[config.mk]
export PLATFORM = sky130hd
export DESIGN_NAME = i2c_byte_fifo
export DESIGN_NICKNAME = d
export VERILOG_FILES = /design/src/rtl/i2c_byte_fifo.sv
export SDC_FILE = /design/constraint.sdc
export NUM_CORES = 1
export LEC_CHECK = 0
export ABC_AREA = 1
export CAP_MARGIN = 20
export CORE_ASPECT_RATIO = 1.1
export CORE_MARGIN = 2
export CORE_UTILIZATION = 55
export DETAILED_ROUTE_END_ITERATION = 8
export MAX_ROUTING_LAYER = met4
export PLACE_DENSITY = 0.77
export SLEW_MARGIN = 20
export SYNTH_ARGS = -nofsm -noshare
export SYNTH_HDL_FRONTEND = slang
export SYNTH_SLANG_ARGS = --single-unit
[constraint.sdc]
create_clock -name clock_i -period 1.9 [get_ports clock_i]
set_input_delay 0.475 -clock clock_i [delete_from_list [all_inputs] [get_ports clock_i]]
set_output_delay 0.475 -clock clock_i [all_outputs]
set_load 0.005 [all_outputs]
[src/rtl/i2c_byte_fifo.sv]
// Byte buffering between the host register bank and the I2C master engine.
// It holds one show-ahead TX queue, one RX queue, sticky error flags and a synchronous flush.

module i2c_byte_fifo_core #(
    parameter int DEPTH   = 16,
    parameter int LEVEL_W = $clog2(DEPTH) + 1
) (
    input  logic               clock_i,
    input  logic               reset_n_i,
    input  logic               flush_i,
    input  logic               push_i,
    input  logic [7:0]         data_i,
    input  logic               pop_i,
    output logic [7:0]         data_o,
    output logic [LEVEL_W-1:0] level_o,
    output logic               overflow_o,
    output logic               underflow_o
);
    localparam int PTR_W = $clog2(DEPTH);

    logic [7:0]         mem_q [DEPTH];
    logic [PTR_W-1:0]   wr_ptr_q, wr_ptr_d, rd_ptr_q, rd_ptr_d;
    logic [LEVEL_W-1:0] level_q, level_d;
    logic               full, empty, push_ok, pop_ok;

    assign full    = (level_q == LEVEL_W'(DEPTH));
    assign empty   = (level_q == '0);
    assign pop_ok  = pop_i & ~empty;
    // A pop in the same cycle makes room, so a full FIFO still accepts the push.
    assign push_ok = push_i & (~full | pop_ok);

    assign overflow_o  = push_i & ~push_ok;
    assign underflow_o = pop_i & empty;
    assign level_o     = level_q;
    assign data_o      = empty ? 8'h00 : mem_q[rd_ptr_q];

    always_comb begin
        wr_ptr_d = wr_ptr_q;
        rd_ptr_d = rd_ptr_q;
        level_d  = level_q;
        if (flush_i) begin
            wr_ptr_d = '0;
            rd_ptr_d = '0;
            level_d  = '0;
        end else begin
            if (push_ok) wr_ptr_d = wr_ptr_q + 1'b1;
            if (pop_ok)  rd_ptr_d = rd_ptr_q + 1'b1;
            if (push_ok & ~pop_ok)      level_d = level_q + 1'b1;
            else if (pop_ok & ~push_ok) level_d = level_q - 1'b1;
        end
    end

    always_ff @(posedge clock_i or negedge reset_n_i) begin
        if (!reset_n_i) begin
            wr_ptr_q <= '0;
            rd_ptr_q <= '0;
            level_q  <= '0;
        end else begin
            wr_ptr_q <= wr_ptr_d;
            rd_ptr_q <= rd_ptr_d;
            level_q  <= level_d;
        end
    end

    // Storage needs no reset; the empty check masks stale contents on data_o.
    always_ff @(posedge clock_i) begin
        if (push_ok && !flush_i) mem_q[wr_ptr_q] <= data_i;
    end
endmodule

module i2c_byte_fifo #(
    parameter int DEPTH   = 16,
    parameter int LEVEL_W = $clog2(DEPTH) + 1
) (
    input  logic               clock_i,
    input  logic               reset_n_i,
    input  logic               flush_i,
    input  logic               tx_push_i,
    input  logic [7:0]         tx_data_i,
    output logic               tx_full_o,
    output logic [LEVEL_W-1:0] tx_level_o,
    output logic               data_available_o,
    output logic [7:0]         data_o,
    input  logic               data_read_i,
    input  logic               rx_valid_i,
    input  logic [7:0]         rx_data_i,
    input  logic               rx_pop_i,
    output logic [7:0]         rx_data_o,
    output logic               rx_empty_o,
    output logic [LEVEL_W-1:0] rx_level_o,
    output logic               overflow_o,
    output logic               underflow_o
);
    logic tx_ovf, tx_unf, rx_ovf, rx_unf;
    logic ovf_q, ovf_d, unf_q, unf_d;

    i2c_byte_fifo_core #(.DEPTH(DEPTH), .LEVEL_W(LEVEL_W)) u_tx (
        .clock_i     (clock_i),
        .reset_n_i   (reset_n_i),
        .flush_i     (flush_i),
        .push_i      (tx_push_i),
        .data_i      (tx_data_i),
        .pop_i       (data_read_i),
        .data_o      (data_o),
        .level_o     (tx_level_o),
        .overflow_o  (tx_ovf),
        .underflow_o (tx_unf)
    );

    i2c_byte_fifo_core #(.DEPTH(DEPTH), .LEVEL_W(LEVEL_W)) u_rx (
        .clock_i     (clock_i),
        .reset_n_i   (reset_n_i),
        .flush_i     (flush_i),
        .push_i      (rx_valid_i),
        .data_i      (rx_data_i),
        .pop_i       (rx_pop_i),
        .data_o      (rx_data_o),
        .level_o     (rx_level_o),
        .overflow_o  (rx_ovf),
        .underflow_o (rx_unf)
    );

    assign tx_full_o        = (tx_level_o == LEVEL_W'(DEPTH));
    assign data_available_o = (tx_level_o != '0);
    assign rx_empty_o       = (rx_level_o == '0);
    assign overflow_o       = ovf_q;
    assign underflow_o      = unf_q;

    always_comb begin
        ovf_d = ovf_q | tx_ovf | rx_ovf;
        unf_d = unf_q | tx_unf | rx_unf;
        if (flush_i) begin
            ovf_d = 1'b0;
            unf_d = 1'b0;
        end
    end

    always_ff @(posedge clock_i or negedge reset_n_i) begin
        if (!reset_n_i) begin
            ovf_q <= 1'b0;
            unf_q <= 1'b0;
        end else begin
            ovf_q <= ovf_d;
            unf_q <= unf_d;
        end
    end
endmodule

# Yosys cells after proc, flatten, opt, wreduce, memory -nomap -nowiden
# Memories as Yosys holds them, arrays and structs flattened.
# Index checks and enable logic that the tools add are counted.
# Widths: inputs -> output; s select.
[word_totals] ff_bits=28 latchBits=0 ramBits=256 romBits=0 in_bits=23 output_inout_bits=31 elab_cells=80 n_memories=2
[classes] add_sub_neg=8 n_mul=0 n_div=0 order_cmp=0 n_eq_ne=2 shifts=0 n_mux=22 bitwise_logic=26 n_reduce_logical=12
[memory_table] name="u_rx.mem_q" depth=16 width=8 rd=1 rd_ports_with_merged_regs=0 write_ports=1 line="21" rtl="logic [7:0] mem_q [DEPTH];"
[memory_table] name="u_tx.mem_q" depth=16 width=8 rd=1 rd_ports_with_merged_regs=0 write_ports=1 line="21"
[ops] operator="$mux 4" count=8
[ops] operator="$mux 5" count=6
[ops] operator="$add 4x1->4 const B" count=4
[ops] operator="$mux 8" count=2
[ops] operator="$and 1x1->1" count=12
[ops] operator="$add 5x1->5 const B" count=2
[ops] operator="$eq 5x5->1 const B" count=2
[ops] operator="$logic_not 5->1" count=2
[ops] operator="$sub 5x1->5 const B" count=2
[ops] operator="$not 1->1" count=8
[ops] operator="$reduce_bool 2->1" count=4
[ops] operator="$mux 1" count=6
[ops] operator="$or 1x1->1" count=6
[ops] operator="$reduce_bool 3->1" count=2
[ops] operator="$reduce_bool 5->1" count=1
[ops] operator="$logic_and 1x1->1" count=2
[ops] operator="$logic_not 1->1" count=1

# Depth between registers and ports, before layout
# Gate-level depths: netlist of run 1.
[depth] ltp_word=10 depth_mapped=13 ltp_nobuf=13

# By module
# Synthesis of run 1 repeated with hierarchy kept, for this count alone.
[unflattened] hier_cells=1100 hier_area_um2=12306.8
[modules_own_cells] module="i2c_byte_fifo_core at u_rx" n_inst=1 cells_per_inst=541 area_per_inst_um2=6109.6 seq_area_each_um2=4169.0
[modules_own_cells] module="i2c_byte_fifo_core at u_tx" n_inst=1 cells_per_inst=541 area_per_inst_um2=6083.3 seq_area_each_um2=4169.0
[modules_own_cells] module="i2c_byte_fifo" n_inst=1 cells_per_inst=18 area_per_inst_um2=113.9 seq_area_each_um2=50.0

# Worst setup path before layout of run 1
# No wires, ideal clock.
[synth_timing] path_kind="reg-to-reg" from="reg u_tx.level_q[0] (netlist: u_tx.level_o[0])" to="mem u_tx.mem_q[15][0] (enable)" setup_time_ns=0.383 t_arrival_ns=1.650 t_required_ns=1.517 setup_slack_ns=-0.134 path_stages_with_launch=7 n_path_buf=0 synth_period_minus_slack_ns=2.034 path_cell_list="dfrtp_1 inv_1 nand4_2 nor2_1 nor2_2 nand2_2 nor3_1"
[synth_between] elab_chain_len=8 elab_cells_between_ends=10 cone_classes="eq/ne (1); mux (2); bitwise (5); reduce/logical (2)"
[synth_rtl] item="from (decl)" line="23" rtl="logic [LEVEL_W-1:0] level_q, level_d;"
[synth_rtl] item="from (signal assigned)" line="61" rtl="level_q <= level_d;"
[synth_rtl] item="$logic_not 5->1" line="27" rtl="assign empty = (level_q == '0);"
[synth_rtl] item="$not 1->1" line="28" rtl="assign pop_ok = pop_i & ~empty;"
[synth_rtl] item="$and 1x1->1" line="28"
[synth_rtl] item="$or 1x1->1 (*)" line="30" rtl="assign push_ok = push_i & (~full | pop_ok);"
[synth_rtl] item="$and 1x1->1 (*)" line="30"
[synth_rtl] item="$logic_and 1x1->1 (*)" line="67" rtl="if (push_ok && !flush_i) mem_q[wr_ptr_q] <= data_i;"
[synth_rtl] item="$mux 1 (*)" line="67"
[synth_rtl] item="$mux 1 (implied by the code) (*)" line="67"
[synth_rtl] item="to (decl)" line="21"
# Mark *: on every way between the ends. The rest lies on a longest branch, timed or not.

# Worst setup path after layout of run 1
[layout_timing] from="reg u_tx.rd_ptr_q[0]" to="out data_o[2]"
[layout_between] elab_chain_len=2
[layout_rtl] item="from (decl)" line="22" rtl="logic [PTR_W-1:0] wr_ptr_q, wr_ptr_d, rd_ptr_q, rd_ptr_d;"
[layout_rtl] item="from (signal assigned)" line="60" rtl="rd_ptr_q <= rd_ptr_d;"
[layout_rtl] item="$mem_v2 16x8"
[layout_rtl] item="$mux 8" line="35" rtl="assign data_o = empty ? 8'h00 : mem_q[rd_ptr_q];"
[layout_rtl] item="to (decl)" line="83" rtl="output logic [7:0] data_o,"
# No other way between the ends.

==> results.tsv, run 1 <==
metric	value	unit
WL final	36340	µm
worst-path fanout max	7	
Synth cell types	36	
Worst-path clk slew	0.07	ns
Initial Utilization	55.69	%
FMAX	378.3	MHz
routing usage on met3	3.714	%
ys async rst share	9.859	%
Worst Setup Start Kind	register	
dpl hpwl	19420	µm
synth top area cells	edfxtp_1, nand2_1, nand3_1	
initial antenna violation count	0	
Placer Congestion	0.8918	
fin. max-slew vios	0	
Setup TNS	-25.16	ns
GR Overflow Total	0	
Crit Path Category	register to output pin	
clk_lat worst skew	0.56	ns
Post-route DRC	0	
placed cell count	1533	
ratio of final minimum period to clock period	139.1	%
synthesis warning total	0	
Mapped Nets	1133	
clock skew	0.01497	ns
Slew headroom	56.86	%
vias in the first global route	9730	
first-pass GRT wire length	52410	µm
GR Layer Usage met2	50.86	%
IO Port Bufs	53	
Worst VDD drop	0.0007921	V
via count	9737	
most common cell in the netlist	nand2_1	
CTS Hold Bufs	0	
area share of the largest cell type after synthesis	63.04	%
EDFF count, synth	256	
Yosys top cell by area	edfxtp_1	
met1 Use GR	35.02	%
min-delay worst type	primary input to asynchronous set/reset pin	
required time of the critical path	1.42	ns
final setup margin	-0.7433	ns
Die X-Extent	146.0	µm
DP Area	14090	µm²
Arr. time, crit path	2.17	ns
antenna-violating nets left	0	
CTS tree	built	
Final Critical Period	2.643	ns
die area	23380	µm²
part of the power in registers	33.9	%
failing checks	setup timing	
clk sink count	284	
Hold Violations, Final	0	
antenna cells	0	
max cap viols	0	
Main synth FF type	edfxtp_1	
Final nets	1364	
hold slack	0.3321	ns
final std cells w/o fill	1638	
pre-CTS WS	-0.5153	ns
Top Usage Layer GRT	met2	
mean post-synth cell area	11.19	µm²
combinational share of power	39.8	%
ratio of cells with drive above 1 in the final layout	37.38	%
setup violators final	151	
clock tree buffer depth	3	
register area share after synthesis	68.79	%
Tightest Pin Transition	0.6451	ns
Clk pwr share	26.3	%
total track usage	29.87	%
PwrDens	1240	nW/µm²
Synth Instances	1090	
Core Area	21890	µm²
P_sw	7.037	mW
htree depth	1	
CP endpoint kind	output pin	
Net Sw Frac	33.40	%
Die Ht	160.2	µm
Synth top cells by count	nand2_1, edfxtp_1, nand3_1	
Leakage	6.563	nW
Num CTS Buffers	28	
Routed WL per cell	22.18	µm
status	complete, but fails checks	
flop and latch count out of synthesis	284	
unrepaired setup endpoints after global routing	true	
1st-iter DRT viols	1149	
root buf cell	clkbuf_16	
drt first pass iters	5	
largest net degree at the start of global routing	36	
Rows	57	
fin area	16990	µm²
cell area after synthesis	12190	µm²
P&R area growth vs syn	39.32	%
# IOs	54	
DR vias/cell	5.944	
Int Pwr	14.03	mW
==> layout by cell type, fill, tap and decap left out, types with 12 or more instances in the layout <==
cell and count:
a21oi_1 22, a21oi_2 33, buf_12 26, buf_2 16, buf_4 121, buf_6 40
clkbuf_16 30, clkdlybuf4s50_1 22, dfrtp_1 26, edfxtp_1 256, inv_1 20, nand2_1 285
nand2_2 41, nand2_4 17, nand3_1 103, nand3_2 46, nor2_1 37, nor2_2 13
nor2_4 24, o21ai_0 17, o31ai_2 12
==> worst max-delay path, cell delays in order, from the launching register on <==
cell and delay, ns:
dfrtp_2 0.45, clkinv_4 0.09, buf_12 0.14, buf_8 0.13
buf_4 0.11, nand2_1 0.07, nand3_2 0.09, nand3_2 0.08
nand2_1 0.10, nand2_1 0.07, a21oi_2 0.14, buf_2 0.13
==> path summary, 6_finish.rpt <==
kind	start	end	slack [ns]	depth (start not counted)
worst max-delay path	u_tx.rd_ptr_q[0]	data_o[2]	-0.74	11
worst max register to register	u_tx.level_o[3]	u_tx.level_o[4]	-0.26	14
min in group clock_i	u_rx.wr_ptr_q[2]	u_rx.wr_ptr_q[2]	0.57	1
max in group asynchronous	reset_n_i	u_rx.rd_ptr_q[0]	1.23	2
worst min-delay path	reset_n_i	u_tx.level_o[2]	0.33	2
worst min register to register	u_rx.wr_ptr_q[2]	u_rx.wr_ptr_q[2]	0.57	1
==> layer usage <==
metal  part of all wire, %  wire length [µm]
met5                     0                 0
met4                   5.6              2036
met3                   7.3              2656
met2                    52             18880
met1                    35             12760
==> cells by family after synthesis <==
group                      synth area share, %
adders and majority gates                2.175
AOI/OAI and AO/OA                        5.192
xor gates and xnor gates                0.4309
and+or+nand+nor                          20.01
buffers and inverters                    3.407
DFF                                      68.79
==> power groups by stage <==
stage	clock (mW)	sequential [mW]	combinational, mW
after floorplan	0	7.27	2.88
after global placement	0	7.23	5.47
after detailed placement	0	7.24	5.63
after CTS	5.49	7.14	7.28
after global routing	5.80	7.16	8.88
final	5.54	7.15	8.38
==> registers in the layout, summed over array words and instances (netlist names), 4 cells and up <==
signal / count
u_rx.level_o: 5
u_rx.mem_q: 128
u_rx.rd_ptr_q: 4
u_rx.wr_ptr_q: 4
u_tx.level_o: 5
u_tx.mem_q: 128
u_tx.rd_ptr_q: 4
u_tx.wr_ptr_q: 4
==> layout make-up <==
cell class                 instances  area, µm²
sequential                       284       8391
inverter                          36      152.6
multi-input combinational        717       4529
clock buffer                      35      737.0
clock inverter                    17      167.7
fill                            1152       4906
timing repair buffer             254       2643
tap                              295      369.1
==> per-stage QoR <==
step / util (%) / power (mW)
5_1_grt: 77.59 / 21.84
3_3_place_gp: 64.35 / 12.70
2_1_floorplan: - / 10.15
6_report: 77.59 / 21.07
4_1_cts: 74.04 / 19.91
3_5_place_dp: 64.35 / 12.86
==> what timing repair did <==
item | in CTS | in global routing
setup buffers | 42 | 20
pin swaps | 84 | 99
setup endpoints to repair | 130 | 163
gates resized for setup | 292 | 168
hold endpoints to repair | 0 | 0
gates cloned | 8 | 2
Note: power is estimated with default switching activity, not from simulation.
==> run 2, diff against run 1 <==
Settings changed: CTS_CLUSTER_DIAMETER set to 50.
==> run 2 against run 1 <==
Compared with the run above: the run still ends with setup timing left; fmax fell by 0.81%; sequential share of layout area fell by 0.52 points; clock power about the same; hold slack better by 0.0076 ns; die area did not move; total power grew 2.2%; routed wire length up 4.4%; sequential power is essentially flat; critical path type unchanged; first-iteration DRC count rose by 2.3%.
==> results.tsv, run 2 (same netlist as run 1, synthesis figures left out) <==
metric	value	unit	change
status	complete, but fails checks		
failing checks	setup timing		
clock tree buffer depth	3		unchanged
unrepaired setup endpoints after global routing	true		
ratio of cells with drive above 1 in the final layout	40.44	%	+3.1 points
Worst Setup Start Kind	register		
crit-path max cell delay	0.45	ns	about the same
Worst VDD drop	0.0008239	V	+4.0%
Initial Utilization	55.69	%	unchanged
hold slack	0.3397	ns	+0.007601 ns
IO Port Bufs	53		unchanged
Die Ht	160.2	µm	unchanged
final setup margin	-0.7648	ns	-0.02151 ns
clock skew	0.01054	ns	-0.004429 ns
Largest delay share family, worst path	compound AO/OA/AOI/OAI gates		
Placer Congestion	0.8918		unchanged
CP endpoint kind	output pin		
commonest cells after routing, fill and taps aside	nand2_1, edfxtp_1, buf_4, nand3_1, nand2_2		
root buf cell	clkbuf_16		
worst-path fanout max	7		unchanged
Crit Path Category	register to output pin		
Slew headroom	47.77	%	-9.1 points
Core Area	21890	µm²	unchanged
min-delay worst type	primary input to asynchronous set/reset pin		
fin. max-slew vios	0		unchanged
Tightest Pin Transition	0.7810	ns	+0.1359 ns
vias in the first global route	10020		+3.0%
GR Overflow Total	0		unchanged
largest net degree at the start of global routing	36		unchanged
dpl hpwl	19420	µm	unchanged
Final nets	1371		+0.51%
Final Util	78.42	%	+0.83 points
reg2reg start	u_tx.level_o[3]		
antenna-violating nets left	0		unchanged
Top Usage Layer GRT	met2		
GR Layer Usage met2	52.55	%	+1.7 points
Final Critical Period	2.665	ns	+0.02151 ns
Die X-Extent	146.0	µm	unchanged
die area	23380	µm²	unchanged
commonest non-fill, non-tap cell in the layout	nand2_1		
reg-to-reg slack, setup	-0.30	ns	-0.04 ns
setup violators final	155		+2.6%
via count	9927		+2.0%
Rows	57		unchanged
1st-iter DRT viols	1176		+2.3%
pre-CTS WS	-0.5153	ns	unchanged
WL final	37940	µm	+4.4%
Routed WL per cell	23.06	µm	+4.0%
RR Endpoint	u_tx.level_o[4]		
clk sink count	284		unchanged
Setup TNS	-17.94	ns	+7.226 ns
met1 Use GR	35.12	%	+0.10 points
# IOs	54		unchanged
P&R area growth vs syn	40.81	%	
Post-route DRC	0		unchanged
Hold Violations, Final	0		unchanged
Leakage	6.619	nW	+0.85%
Arr. time, crit path	2.19	ns	+0.02 ns
buffer and inverter count on the worst path	3		-2
PwrDens	1254	nW/µm²	+1.2%
Slowest-stage cell, CP	dfrtp_2		
antenna cells	0		unchanged
total track usage	30.83	%	+0.96 points
ratio of final minimum period to clock period	140.3	%	+1.1 points
required time of the critical path	1.42	ns	about the same
worst reg2reg path depth	15		+1
htree depth	1		unchanged
Worst-path clk slew	0.07	ns	about the same
drt first pass iters	6		+1
CTS tree	built		
CTS Hold Bufs	0		unchanged
routing usage on met3	3.771	%	+0.057 points
max cap viols	0		unchanged
Tot Pwr	21.54	mW	+2.2%
FMAX	375.3	MHz	-0.81%
biggest regs	u_rx.mem_q x128, u_tx.mem_q x128		
initial antenna violation count	0		unchanged
DR vias/cell	6.035		+1.5%
clk_lat worst skew	0.55	ns	about the same
CP Cell Sequence	clkinv_4 -> buf_6 -> nand2_1 -> nand3_2 -> nand2_2 -> a21oi_2 -> o31ai_4 -> a21oi_4 -> buf_2		
Num CTS Buffers	28		unchanged
first-pass GRT wire length	53830	µm	+2.7%
==> run 2: final cells by class <==
cell class                 count  area [µm²]
inverter                      36       152.6
sequential                   284        8391
multi-input combinational    717        4633
clock inverter                15       163.9
timing repair buffer         261        2716
tap                          295       369.1
fill                        1120        4725
clock buffer                  37       744.5
==> run 2: power breakdown <==
part,internal [mW],switching (mW)
registers,6.99,0.164
clock network,3.17,2.37
logic,4.07,4.77
total,14.2,7.30
==> run 2: metal layers <==
| metal | vias to the layer above | part of all wire [%] |
|---|---|---|
| met2 | 677 | 52 |
| met4 | 0 | 6.4 |
| met3 | 189 | 7.4 |
| met1 | 4776 | 34 |
| li1 | 4285 | - |
| met5 | - | 0 |
==> run 2: timing repair <==
| item | in CTS | in global routing |
|---|---|---|
| setup endpoints to repair | 129 | 181 |
| resized for setup | 320 | 188 |
| buffers inserted | 43 | 23 |
| pin swaps | 90 | 93 |
| cloned | 8 | 3 |
==> run 2: worst max path at each step <==
stage          cells after the start           endpoint        startpoint
6_report                           9       rx_data_o[6]  u_rx.rd_ptr_q[0]
5_1_grt                            9          data_o[1]  u_tx.rd_ptr_q[0]
4_1_cts                            9       rx_data_o[3]  u_rx.rd_ptr_q[0]
3_5_place_dp                       7  u_tx.mem_q[13][7]       data_read_i
3_3_place_gp                       9       rx_data_o[5]  u_rx.rd_ptr_q[0]
2_1_floorplan                      6  u_tx.mem_q[15][0]   u_tx.level_o[0]
==> run 2: per-stage QoR <==
step,instances,cell area (µm²)
2_1_floorplan,1090,12200
3_3_place_gp,1533,14090
3_5_place_dp,1533,14090
4_1_cts,1631,16340
5_1_grt,1645,17170
6_report,1645,17170
